==> src/rtl/load_tag_buffer.sv <==
// -----------------------------------------------------------------------------
// load_tag_buffer
//
// Tracks loads that are outstanding between the load unit and the
// write-through data cache. Each issued load takes one dcache request ID, and
// the entry for that ID stores the scoreboard transaction ID and the byte-lane
// details. When the cache answers, the loaded value is extracted, extended and
// written back one cycle later. After a flush, the entries stay allocated and
// marked killed until the cache answers them, so an ID is never reused while
// a response for it may still be in flight.
//
// Ports:
//   clk_i, rst_ni        clock, asynchronous active-low reset
//   req_valid_i          load issue request
//   req_ready_o          an entry is free and no flush is active (combinational)
//   req_trans_id_i       scoreboard ID of the issued load
//   req_offset_i         byte offset within the 64-bit cache word
//   req_size_i           0 byte, 1 half, 2/3 word
//   req_signed_i         sign-extend the result
//   req_id_o             dcache ID allocated for the request (combinational)
//   rsp_valid_i          dcache read response (no backpressure)
//   rsp_id_i             ID of the response
//   rsp_data_i           read data
//   flush_i              kill all outstanding loads
//   res_valid_o          writeback valid, single-cycle pulse (registered)
//   res_trans_id_o       writeback scoreboard ID (registered, holds)
//   res_data_o           writeback data (registered, holds)
//   empty_o              no entry allocated (killed entries count as allocated)
// -----------------------------------------------------------------------------
module load_tag_buffer #(
    parameter int NR_ENTRIES = 2,
    parameter int ID_W       = $clog2(NR_ENTRIES),
    parameter int TRANS_ID_W = 2,
    parameter int XLEN       = 32,
    parameter int DATA_W     = 64
) (
    input  logic                  clk_i,
    input  logic                  rst_ni,
    input  logic                  req_valid_i,
    output logic                  req_ready_o,
    input  logic [TRANS_ID_W-1:0] req_trans_id_i,
    input  logic [2:0]            req_offset_i,
    input  logic [1:0]            req_size_i,
    input  logic                  req_signed_i,
    output logic [ID_W-1:0]       req_id_o,
    input  logic                  rsp_valid_i,
    input  logic [ID_W-1:0]       rsp_id_i,
    input  logic [DATA_W-1:0]     rsp_data_i,
    input  logic                  flush_i,
    output logic                  res_valid_o,
    output logic [TRANS_ID_W-1:0] res_trans_id_o,
    output logic [XLEN-1:0]       res_data_o,
    output logic                  empty_o
);

    // Shift the addressed bytes down to bit 0, then extend from the access
    // width. Word accesses (size 2 and 3) are passed through unextended.
    function automatic logic [XLEN-1:0] extract_load(
        input logic [DATA_W-1:0] data,
        input logic [2:0]        offset,
        input logic [1:0]        size,
        input logic              sign_ext
    );
        logic [DATA_W-1:0] shifted;
        logic              ext_bit;
        logic [XLEN-1:0]   result;
        shifted = data >> {offset, 3'b000};
        case (size)
            2'd0: begin
                ext_bit = sign_ext & shifted[7];
                result  = {{(XLEN-8){ext_bit}}, shifted[7:0]};
            end
            2'd1: begin
                ext_bit = sign_ext & shifted[15];
                result  = {{(XLEN-16){ext_bit}}, shifted[15:0]};
            end
            default: begin
                ext_bit = 1'b0;
                result  = XLEN'(shifted[31:0]);
            end
        endcase
        return result;
    endfunction

    logic [NR_ENTRIES-1:0] valid_r;
    logic [NR_ENTRIES-1:0] killed_r;
    logic [TRANS_ID_W-1:0] trans_id_r [NR_ENTRIES];
    logic [2:0]            offset_r   [NR_ENTRIES];
    logic [1:0]            size_r     [NR_ENTRIES];
    logic                  signed_r   [NR_ENTRIES];

    logic                  res_valid_r;
    logic [TRANS_ID_W-1:0] res_trans_id_r;
    logic [XLEN-1:0]       res_data_r;

    logic                  any_free_s;
    logic [ID_W-1:0]       free_idx_s;
    logic                  req_fire_s;
    logic                  rsp_hit_s;
    logic                  res_fire_s;
    logic [XLEN-1:0]       res_data_s;

    // Lowest-index free entry; scanning downward lets the lowest index win.
    // Only registered state is used, so an entry freed this cycle is not
    // offered until the next one.
    always_comb begin
        any_free_s = ~&valid_r;
        free_idx_s = '0;
        for (int i = NR_ENTRIES - 1; i >= 0; i--) begin
            if (!valid_r[i]) begin
                free_idx_s = ID_W'(i);
            end else begin
                free_idx_s = free_idx_s;
            end
        end
    end

    // Handshake, response qualification and extracted writeback data.
    always_comb begin
        req_fire_s = req_valid_i & any_free_s & ~flush_i;
        rsp_hit_s  = rsp_valid_i & valid_r[rsp_id_i];
        // A response in the flush cycle belongs to a killed load.
        res_fire_s = rsp_hit_s & ~killed_r[rsp_id_i] & ~flush_i;
        res_data_s = extract_load(rsp_data_i, offset_r[rsp_id_i],
                                  size_r[rsp_id_i], signed_r[rsp_id_i]);
    end

    // Entry allocation/free/kill and the registered writeback stage.
    always_ff @(posedge clk_i or negedge rst_ni) begin
        if (!rst_ni) begin
            valid_r        <= '0;
            killed_r       <= '0;
            res_valid_r    <= 1'b0;
            res_trans_id_r <= '0;
            res_data_r     <= '0;
            for (int i = 0; i < NR_ENTRIES; i++) begin
                trans_id_r[i] <= '0;
                offset_r[i]   <= 3'd0;
                size_r[i]     <= 2'd0;
                signed_r[i]   <= 1'b0;
            end
        end else begin
            for (int i = 0; i < NR_ENTRIES; i++) begin
                // Allocation only targets a free entry and responses only
                // hit a valid one, so the two never address the same entry.
                if (req_fire_s && (free_idx_s == ID_W'(i))) begin
                    valid_r[i]    <= 1'b1;
                    killed_r[i]   <= 1'b0;
                    trans_id_r[i] <= req_trans_id_i;
                    offset_r[i]   <= req_offset_i;
                    size_r[i]     <= req_size_i;
                    signed_r[i]   <= req_signed_i;
                end else if (rsp_hit_s && (rsp_id_i == ID_W'(i))) begin
                    valid_r[i]  <= 1'b0;
                    killed_r[i] <= 1'b0;
                end else if (flush_i && valid_r[i]) begin
                    killed_r[i] <= 1'b1;
                end else begin
                    killed_r[i] <= killed_r[i];
                end
            end

            res_valid_r <= res_fire_s;
            if (res_fire_s) begin
                res_trans_id_r <= trans_id_r[rsp_id_i];
                res_data_r     <= res_data_s;
            end else begin
                res_trans_id_r <= res_trans_id_r;
                res_data_r     <= res_data_r;
            end
        end
    end

    assign req_ready_o    = any_free_s & ~flush_i;
    assign req_id_o       = free_idx_s;
    assign res_valid_o    = res_valid_r;
    assign res_trans_id_o = res_trans_id_r;
    assign res_data_o     = res_data_r;
    assign empty_o        = ~|valid_r;

endmodule

==> config.mk <==
export PLATFORM = sky130hd
export DESIGN_NAME = load_tag_buffer
export DESIGN_NICKNAME = d
export VERILOG_FILES = /design/src/rtl/load_tag_buffer.sv
export SDC_FILE = /design/constraint.sdc
export NUM_CORES = 1
export LEC_CHECK = 0
export CELL_PAD_IN_SITES_DETAIL_PLACEMENT = 0
export CELL_PAD_IN_SITES_GLOBAL_PLACEMENT = 1
export CORE_UTILIZATION = 35
export DETAILED_ROUTE_END_ITERATION = 16
export GPL_TIMING_DRIVEN = 0
export PLACE_DENSITY = 0.82
export SETUP_SLACK_MARGIN = 0.15
export SLEW_MARGIN = 20
export SYNTH_ARGS = -nofsm -noshare
export SYNTH_HDL_FRONTEND = slang
export SYNTH_SLANG_ARGS = --single-unit
==> constraint.sdc <==
create_clock -name clk_i -period 2.22 [get_ports clk_i]
set_input_delay 0.222 -clock clk_i [delete_from_list [all_inputs] [get_ports clk_i]]
set_output_delay 0.222 -clock clk_i [all_outputs]
set_load 0.05 [all_outputs]
==> metrics <==
status complete, no violations; Clock Pin Slew Worst Setup and Hold Paths approximately 0.12 ns; max_cap viols 0; proportion of power drawn by the clock network about 8%; most used cell, CP mux2_4; Clock Tree Buf Depth 2; initial drt markers about 420; sw frac between 40% and 50%; Slew @ Worst Pin between 0.7 and 0.8 ns; commonest non-fill, non-tap cell in the layout clkdlybuf4s50_1; Max stage delay on crit path around 0.42 ns; global-route wire length before repair 21,200 um; Rows 38; Seq pwr share between 20% and 30%; final period utilization around 95%; syn nets 438; fraction of registers with async set/reset 100%; # IOs ~120; Slew HR between 50 and 60%; Layout Cells excl Fill between 600 and 700; P_sw 3830 uW; top cells by area, synth dfrtp_1 (35%), mux4_2 (13%), mux2i_1 (7.9%); core box area ~11,000 um2; remaining global-route overflow 0; DRT Wirelength roughly 14,000 um; maximum clock frequency around 470 MHz; clock sink total between 50 and 60; Final setup violation count 0; Pint 3910 uW; die area ~12,000 um2; CP max-delay cell dfrtp_1; CP max FO 10; area grow syn2layout 44.8%; Slew Viols, Final 0; Worst VDD drop around 0.00074 V; Synth Flop Type dfrtp_1; Reg2Reg Setup Slack 0.11 ns; DP Wirelength around 10,000 um; Gate Count Post-Synth 360; initial antenna violation count 0; cell count after placement slightly above 600; CP Cell Sequence mux2_4, buf_12, mux2_4, o22a_4, a31oi_4, buf_6, buf_8, a311oi_1; DR DRC count 0; Synth top area share between 30% and 40%; reg2reg end res_data_o[27]$_DFFE_PN0P_; CTS Buf Count 5; Global Route Usage Sum between 20% and 30%; largest net degree at the start of global routing 56; antenna-violating nets left 0; Die Wd 108 um; Power, Total 7740 uW; Initial Utilization between 30% and 40%; Synth Area per Inst around 11 um2; most frequent cells in the layout clkdlybuf4s50_1 (112), dfrtp_1 (50), nand2_1 (30), mux2i_1 (29), nor2_1 (24); FF-to-FF path depth 8; RSZ-0062 raised after global routing true; Root Driver clkbuf_8; Lkg Pwr 0.00221 uW; Via-to-Cell Ratio approximately 6.0; PwrDens approximately 1400 nW/um2; wire per inst about 22 um; Worst Setup End Kind register; Port Buffers roughly 120; H-tree depth 2; Cell Area, Synth a little under 4000 um2; register area share after synthesis a little over a third; EDFF count, synth 0; final net count between 500 and 600; vias in the first global route about 3,800; Crit Path Category register to register; Fillers roughly 1,000; Req. time, crit path between 2 and 2.5 ns; Antenna diodes 0; register area between 1000 and 1500 um2; Hold WC Path Type primary input to async pin; Final Skew around 0.011 ns; FF-to-FF Start offset_r[3]$_DFFE_PN0P_; Startpoint Class register; Final Hold Fails 0; Logic pwr share between 60 and 70%; DR pass1 iterations 5; Worst Path Arrival 2.29 ns; Worst-Skew Late Latency approximately 0.32 ns; Synth Register Bits 55; GPL Wtd Cong 0.990; Die H 108 um; leading area contributor after synthesis dfrtp_1; CTS tree done; Syn. warnings 0; crit path time final about 2.1 ns; ratio of cells with drive above 1 in the final layout between 20% and 30%; Via Count about 3,800; Netlist cell types 42; area of the multi-input gates roughly 2400 um2
stage by stage:
step / hold slack, ns / setup slack [ns] / setup TNS [ns] / cell area, um2 / util [%]
3_5_place_dp: 0.325 / -0.864 / -22.80 / 5250 / 48.2
2_1_floorplan: -0.0736 / 0.205 / 0 / 3920 / -
4_1_cts: 0.506 / 0.0947 / 0 / 5460 / 50.1
3_3_place_gp: 0.472 / -0.821 / -63.77 / 5250 / 48.2
5_1_grt: 0.522 / 0.0386 / 0 / 5670 / 52.1
6_report: 0.486 / 0.114 / 0 / 5670 / 52.1
area by class of cell:
class	instances	area share (%)
Buffer	31	4.61
Clock buffer	5	1.21
Clock inverter	3	0.508
Inverter	4	0.287
Multi-Input combinational cell	270	42.8
Sequential cell	55	24.4
Tap cell	140	3.09
Timing Repair Buffer	130	23.1
how the worst max path moves through the flow:
stage | from | endpoint | slack, ns | depth (start not counted)
6_report | offset_r[3]$_DFFE_PN0P_ | res_data_o[27]$_DFFE_PN0P_ | 0.11 | 8
5_1_grt | offset_r[3]$_DFFE_PN0P_ | res_data_o[27]$_DFFE_PN0P_ | 0.04 | 8
4_1_cts | offset_r[1]$_DFFE_PN0P_ | res_data_o[29]$_DFFE_PN0P_ | 0.09 | 6
3_5_place_dp | rsp_id_i | res_data_o[6]$_DFFE_PN0P_ | -0.86 | 8
3_3_place_gp | rsp_id_i | res_data_o[6]$_DFFE_PN0P_ | -0.82 | 8
2_1_floorplan | valid_r[1]$_DFFE_PN0N_ | offset_r[0]$_DFFE_PN0P_ | 0.21 | 4
kinds of logic after synthesis:
kind of cell	synth area share [%]
AOI/OAI and AO/OA	22.5
buffers and inverters	5.75
DFF	35.2
muxes	29.1
and+or+nand+nor	7.51
cell usage after synthesis (2+ instances only):
| cell | instances |
|---|---|
| mux4_2 | 22 |
| nand3_1 | 4 |
| o211ai_1 | 7 |
| a31oi_4 | 2 |
| a311oi_1 | 9 |
| buf_2 | 8 |
| o21ai_0 | 15 |
| a31oi_1 | 8 |
| buf_4 | 8 |
| nor2_1 | 25 |
| buf_6 | 7 |
| dfrtp_1 | 55 |
| inv_1 | 3 |
| o2bb2ai_1 | 14 |
| mux2i_1 | 31 |
| clkbuf_1 | 8 |
| nand2_1 | 30 |
| mux2_2 | 23 |
| mux2_4 | 4 |
| a2111oi_0 | 6 |
| o22ai_1 | 17 |
| a221o_1 | 7 |
| a21oi_1 | 26 |
| nand2b_1 | 3 |
flip-flops by register name, summed over array words and instances (netlist names):
register,flops
res_data_o,32
offset_r,6
size_r,4
trans_id_r,4
killed_r,2
res_trans_id_o,2
signed_r,2
valid_r,2
res_valid_o,1
worst max-delay path: cells and delay by family, from the launching register on:
kind | cells | cell delay [ns]
AOI/OAI and AO/OA | 3 | 0.54
muxes | 2 | 0.59
DFF | 1 | 0.42
buffers and inverters | 3 | 0.41
routing by layer:
metal / global-route usage (%) / routed length (um)
met1: 33.6 / 5820
met2: 37.6 / 6410
met3: 5.87 / 1330
met4: 5.87 / 182
met5: 0 / 0
timing repair:
action,4_1_cts,5_1_grt
cloned,0,1
gates resized for setup,30,26
endpoints found under the hold margin,55,0
pin swaps,2,2
hold buffers,1,0
setup buffers,1,12
setup endpoints to repair,34,34
power groups by stage:
stage / Sequential (uW) / Combinational (uW) / Clock [uW]
2_1_floorplan: 2800 / 2260 / 0
3_3_place_gp: 1760 / 4800 / 0
3_5_place_dp: 1770 / 4860 / 0
4_1_cts: 1780 / 4990 / 622
5_1_grt: 1850 / 5600 / 661
6_report: 1790 / 5340 / 611
(Power assumes the default switching activity.)
